==> config.mk <==
export PLATFORM = sky130hd
export DESIGN_NAME = regfile_wb_scheduler
export DESIGN_NICKNAME = d
export VERILOG_FILES = /design/src/rtl/regfile_wb_scheduler.sv
export SDC_FILE = /design/constraint.sdc
export NUM_CORES = 1
export LEC_CHECK = 0
export CORE_ASPECT_RATIO = 0.75
export CORE_MARGIN = 5
export CORE_UTILIZATION = 42
export DETAILED_ROUTE_END_ITERATION = 8
export PLACE_DENSITY = 0.8
export RECOVER_POWER = 100
export SLEW_MARGIN = 5
export SYNTH_ARGS = -nofsm -noshare
export SYNTH_HDL_FRONTEND = slang
export SYNTH_SLANG_ARGS = --single-unit
==> constraint.sdc <==
create_clock -name clk -period 2.6 [get_ports clk]
set_clock_uncertainty 0.15 [all_clocks]
set_input_delay 0.39 -clock clk [delete_from_list [all_inputs] [get_ports clk]]
set_output_delay 0.39 -clock clk [all_outputs]
set_load 0.1 [all_outputs]
==> src/rtl/regfile_wb_scheduler.sv <==
// Write-back scheduler: round-robin share of the register file write port
// between ALU and load unit, plus a pending-write scoreboard for hazard stalls.
module regfile_wb_scheduler #(
  parameter int NREG = 16,
  parameter int AW   = 4,
  parameter int DW   = 16
) (
  input  logic            clk,
  input  logic            rst_n,
  input  logic            alu_valid,
  input  logic [AW-1:0]   alu_rd,
  input  logic [DW-1:0]   alu_data,
  output logic            alu_ready,
  input  logic            ld_valid,
  input  logic [AW-1:0]   ld_rd,
  input  logic [DW-1:0]   ld_data,
  output logic            ld_ready,
  input  logic            issue_valid,
  input  logic [AW-1:0]   issue_rd,
  output logic            issue_ready,
  input  logic [AW-1:0]   rd_a,
  input  logic [AW-1:0]   rd_b,
  output logic            busy_a,
  output logic            busy_b,
  output logic            rf_we,
  output logic [AW-1:0]   rf_wr,
  output logic [DW-1:0]   rf_wdata,
  output logic [NREG-1:0] pending,
  output logic            wb_err
);

  logic            prio_r;
  logic            rf_we_r;
  logic [AW-1:0]   rf_wr_r;
  logic [DW-1:0]   rf_wdata_r;
  logic [NREG-1:0] pending_r;
  logic            wb_err_r;

  logic            alu_gnt_s;
  logic            ld_gnt_s;
  logic            issue_ok_s;
  logic [NREG-1:0] pending_next_s;

  // Arbitration and hazard lookups; all grants are held low during reset.
  always_comb begin
    alu_gnt_s  = 1'b0;
    ld_gnt_s   = 1'b0;
    issue_ok_s = 1'b0;
    if (rst_n) begin
      alu_gnt_s  = alu_valid && (!ld_valid || !prio_r);
      ld_gnt_s   = ld_valid && (!alu_valid || prio_r);
      issue_ok_s = !pending_r[issue_rd];
    end else begin
      alu_gnt_s  = 1'b0;
      ld_gnt_s   = 1'b0;
      issue_ok_s = 1'b0;
    end
  end

  // Scoreboard update: clear on commit, set on issue (never the same index).
  always_comb begin
    pending_next_s = pending_r;
    if (rf_we_r) begin
      pending_next_s[rf_wr_r] = 1'b0;
    end else begin
      pending_next_s = pending_next_s;
    end
    if (issue_valid && issue_ok_s) begin
      pending_next_s[issue_rd] = 1'b1;
    end else begin
      pending_next_s = pending_next_s;
    end
  end

  // Write stage, priority pointer, scoreboard and sticky error register.
  always_ff @(posedge clk) begin
    if (!rst_n) begin
      prio_r     <= 1'b0;
      rf_we_r    <= 1'b0;
      rf_wr_r    <= {AW{1'b0}};
      rf_wdata_r <= {DW{1'b0}};
      pending_r  <= {NREG{1'b0}};
      wb_err_r   <= 1'b0;
    end else begin
      pending_r <= pending_next_s;
      if (alu_gnt_s) begin
        rf_we_r    <= 1'b1;
        rf_wr_r    <= alu_rd;
        rf_wdata_r <= alu_data;
        prio_r     <= 1'b1;
        if (!pending_r[alu_rd]) wb_err_r <= 1'b1;
      end else if (ld_gnt_s) begin
        rf_we_r    <= 1'b1;
        rf_wr_r    <= ld_rd;
        rf_wdata_r <= ld_data;
        prio_r     <= 1'b0;
        if (!pending_r[ld_rd]) wb_err_r <= 1'b1;
      end else begin
        rf_we_r <= 1'b0;
      end
    end
  end

  assign alu_ready   = alu_gnt_s;
  assign ld_ready    = ld_gnt_s;
  assign issue_ready = issue_ok_s;
  assign busy_a      = pending_r[rd_a];
  assign busy_b      = pending_r[rd_b];
  assign rf_we       = rf_we_r;
  assign rf_wr       = rf_wr_r;
  assign rf_wdata    = rf_wdata_r;
  assign pending     = pending_r;
  assign wb_err      = wb_err_r;

endmodule

After elaboration in Yosys (flattened, before gate mapping)
Index checks and enable logic that the tools add are counted.
{ "classes": {"order_cmp": 8, "n_eq_ne": 2, "n_mux": 31, "bitwise": 3, "reduce_logical": 13} }
{ "op_table": {"columns": ["operator", "count"], "rows": [
  ["2-to-1 mux 16 bit", 4],
  ["< comparator 4 x 5 -> 1 bit (second input constant)", 6],
  ["binary-select mux 1 bit (select 4 bit)", 5],
  ["2-to-1 mux 1 bit", 18],
  ["AND 16 bit", 1],
  ["NOT 16 bit", 1],
  ["bitwise OR 16 bit", 1],
  ["demux 1 bit (select 4 bit)", 2],
  [">= comparator 4 x 1 -> 1 bit (second input constant)", 2],
  ["2-to-1 mux 4 bit", 2],
  ["logical AND 1 bit", 5],
  ["zero test 1 bit", 4],
  ["inequality test 2 bit (second input constant)", 2],
  ["AND reduction 3 bit", 1],
  ["logical OR 1 bit", 2],
  ["nonzero test 2 bit", 1]
]} }
{ "word_totals": {"register_bits": 39, "inputBits": 57, "output_inout_bits": 43, "elab_cells": 63} }

Depth between registers and ports, before layout
{ "logic_depth": {"depth_word": 9, "depth_mapped": 7, "ltp_nobuf": 5} }

Worst setup path before layout
OpenSTA, ideal clock, no wires.
{ "synth_path": {"path_type": "register to output", "startpoint": "register pending_r[13] (netlist: pending[13])", "endpoint": "output port issue_ready", "arrival_time_ps": 3166, "required_time_ps": 2060, "setup_slack_ps": -1106, "path_stages_with_launch": 4, "path_buffers": 0, "cell_sequence": "dfxtp_1 mux4_1 mux4_2 nor2b_1"} }
{ "synth_via": {"elab_chain_len": 4} }
{ "synth_rtl": {"columns": ["item", "line", "source"], "rows": [
  ["start: declaration", "36", "logic [NREG-1:0] pending_r;"],
  ["start signal: assignment", "82", "pending_r <= {NREG{1'b0}};"],
  ["start signal: assignment", "85", "pending_r <= pending_next_s;"],
  ["binary-select mux 1 bit (select 4 bit)", "52", "issue_ok_s = !pending_r[issue_rd];"],
  ["2-to-1 mux 1 bit (implied by the code)", "52", null],
  ["zero test 1 bit", "52", null],
  ["2-to-1 mux 1 bit", "49", "if (rst_n) begin"],
  ["end: declaration", "20", "output logic issue_ready,"]
]} }
Every way passes these cells. The select of a mux whose other input is x is not followed.

Worst setup path in the final report
{ "layout_path": {"startpoint": "register pending_r[3] (netlist: pending[3])", "endpoint": "output port issue_ready"} }
Same word-level chain as after synthesis.

==> flow_summary_export.csv <==
group,metric,value,unit
run_status,status,"finished, final reports clean",
route,wire_per_inst,18.2,um
sta,slew_headroom,20.9,%
critical_path,cp_top_family,"multiplexers",
sta,period_share,97.9,%
clock_tree,cts_setup_buffers,0,
synth,synthSimpleGateAreaFrac,17.1,%
clock_tree,ctsRootBufferMaster,"clkbuf_8",
finish,drive_gt1_share,21.5,%
synth,synth_top_area_cell,"dfxtp_1",
place,place_hpwl,5.71,mm
route,drt_first_iter_violations,319,
route,viasPerCell,5.60,
synth,synth_seq_cells,39,
sta,hold_viol,0,
route,ant_nets,0,
job,cap_viol_max_count,0,
place,numPortBuffers,99,
clock_tree,clkSinkCount,39,
global_routing,grt_pass1_vias,2350,
clock_tree,cts_buffer_depth,2,
clock_tree,cts_tree,"yes",
finish,syn_to_final_growth,45.9,%
sta,drv_slew,0,
global_routing,gr-total-overflow,0,
critical_path,critPathBufInv,1,
critical_path,slowest_stage,"mux4_2",
synth,synth_compound_area_share,21.6,%
route,routed_wl,7.52,mm
min_path,hp-class,"reg2reg",
sta,fin_ws,0.0536,ns
finish,nets,395,
synth,syn_nets,289,
synth,ys.flop_type,"dfxtp_1",
synth,syn_area_per_cell,9.91,um2
route,first_pass_iters,4,
global_routing,antenna_found_initial,0,
clock_tree,clkTransAtPathRegs,0.08,ns
synth,ys_top_cells_by_area,"dfxtp_1 34%, mux4_2 20%, a21boi_0 7.5%",
die,io_pins,100,
synth,yosys-top-cells-count,"39 x dfxtp_1, 35 x nand2_1, 23 x a21boi_0, 20 x a22oi_1, 20 x mux4_2",
route,dr_total_vias,2317,
critical_path,critPathMaxFanout,7,
clock_tree,insertion_delay,0.29,ns
sta,rsz0062_at_grt,"no",
finish,n_antenna_cell,0,
critical_path,required,2.06,ns
critical_path,arrival,2.01,ns
critical_path,rrSetupSlack,0.27,ns
synth,yosysWarnings,0,
synth,synthAdderAreaFrac,0,%
synth,syn_area,2300,um2
sta,setup_viol,0,
critical_path,cpMostUsedCell,"mux4_2",
synth,synth.top_cell.area_share,34.0,%
die,dieArea,7070,um2
place,gp_congestion,0.828,
die,dieWidth,95.4,um
die,initial_utilization,43.2,%
power,finalPower,1700,uW
clock_tree,numCtsBuffers,5,
synth,synth_top_family_by_area,"multiplexers",
critical_path,path_class,"reg2out",
critical_path,slowest_delay,0.50,ns
power,vdd_ir_drop_max,0.311,mV
critical_path,end_kind,"output port",
synth,synthMuxAreaShare,24.1,%
die,die-height,74.1,um
synth,yosysUniqueCellTypes,33,
synth,async_reset_ff_share,0,%
global_routing,grt_pass1_wl,12.0,mm
sta,fmax,0.393,GHz
sta,worst-slew-pin-transition,1.19,ns
power,power.static_leakage,0.00118,uW
critical_path,cp-start-kind,"register",
route,drc,0,
clock_tree,postCtsHoldBufs,0,
global_routing,gr-usage-all-layers,22.1,%
synth,synth_edf_count,0,
synth,netlist_instances,232,
die,row_count,23,
synth,seq_area_frac_synth,34.0,%
place,pre_cts_ws,-0.431,ns
sta,layout_min_cycle_time,2.55,ns
synth,synth_most_common_cell,"dfxtp_1",
power,power.density,507,nW/um2
critical_path,path_cells,"mux4_2, mux4_2, nor2b_4, buf_8",
die,core-area,5320,um2
global_routing,grt_max_degree,22,
clock_tree,h-tree-depth,2,
synth,synth_xor_area_share,0,%
registers in the layout, indices dropped and copies added (netlist names):
register,cells
pending,16
rf_we,1
rf_wdata,16
wb_err,1
prio_r,1
rf_wr,4
routing by layer:
metal  global-route usage (%)  up-vias  share of wire [%]  wire length [um]
met5                        0        -                  0                 0
met2                     35.5      129                 46              3460
met3                     7.28       19                 11               848
met4                     5.84        0                1.7               125
li1                         -     1098                  -                 -
met1                     29.1     1071                 41              3080
path summary, 6_finish.rpt:
| kind | from | to | cells after the start |
|---|---|---|---|
| setup / recovery | pending[3]$_SDFF_PN0_ | issue_ready | 4 |
| hold reg to reg | rf_wdata[5]$_SDFFE_PN0P_ | rf_wdata[5]$_SDFFE_PN0P_ | 2 |
| hold / removal | rf_wdata[5]$_SDFFE_PN0P_ | rf_wdata[5]$_SDFFE_PN0P_ | 2 |
| setup reg to reg | pending[10]$_SDFF_PN0_ | pending[10]$_SDFF_PN0_ | 4 |
per-stage QoR:
stage	area (um2)	TNS, ns	hold slack (ns)	std cells	util [%]
6_report	3350	0	0.314	414	63.0
5_1_grt	3350	0	0.342	414	63.0
4_1_cts	3550	0	0.318	414	66.6
3_5_place_dp	3440	-1.56	0.306	406	64.6
3_3_place_gp	3440	-1.14	0.300	406	64.6
2_1_floorplan	2330	-0.0511	0.314	232	-
layout make-up:
cell class	count	area [um2]
clock buffers	6	82.6
flip-flops and latches	39	801
well taps	75	93.8
repair buffers	118	898
inverters	1	3.75
multi-input cells	173	1440
fillers	471	1970
clock inverters	2	35.0
tightest hold or removal path, stage by stage (launching register included):
cell	delay [ns]
dfxtp_1	0.31
nand2_1	0.04
a21boi_0	0.06
logic make-up after synthesis:
family,after synthesis
buffers and inverters,20
AO/OA/AOI/OAI,68
flip-flops,39
multiplexers,27
AND/OR/NAND/NOR,78
report_power, final:
group	internal [uW]	leakage [uW]	switching, uW
logic	170	0.000792	351
registers	628	0.000327	30.6
clock network	310	0.0000612	211
total	1110	0.00118	592
placed cells by master, fill, tap and decap left out, drive strengths merged, types with 2 or more instances in the layout:
cell and n:
buf 19, clkdlybuf4s50 50, mux4 22, mux2i 4
or2 3, a22oi 20, nand2b 4, clkbuf 50
nor2 6, dlygate4sd2 3, dlygate4sd3 2, nor2b 7
a21oi 5, or3b 2, nand3b 3, o21ai 8
nand3 9, a21boi 25, and2 2, dfxtp 39
nand2 35, a32o 6
what timing repair did:
item,4_1_cts,5_1_grt
endpoints found under the setup margin,5,1
resized for setup,9,1
endpoints found under the hold margin,0,0
(Power assumes the default switching activity.)
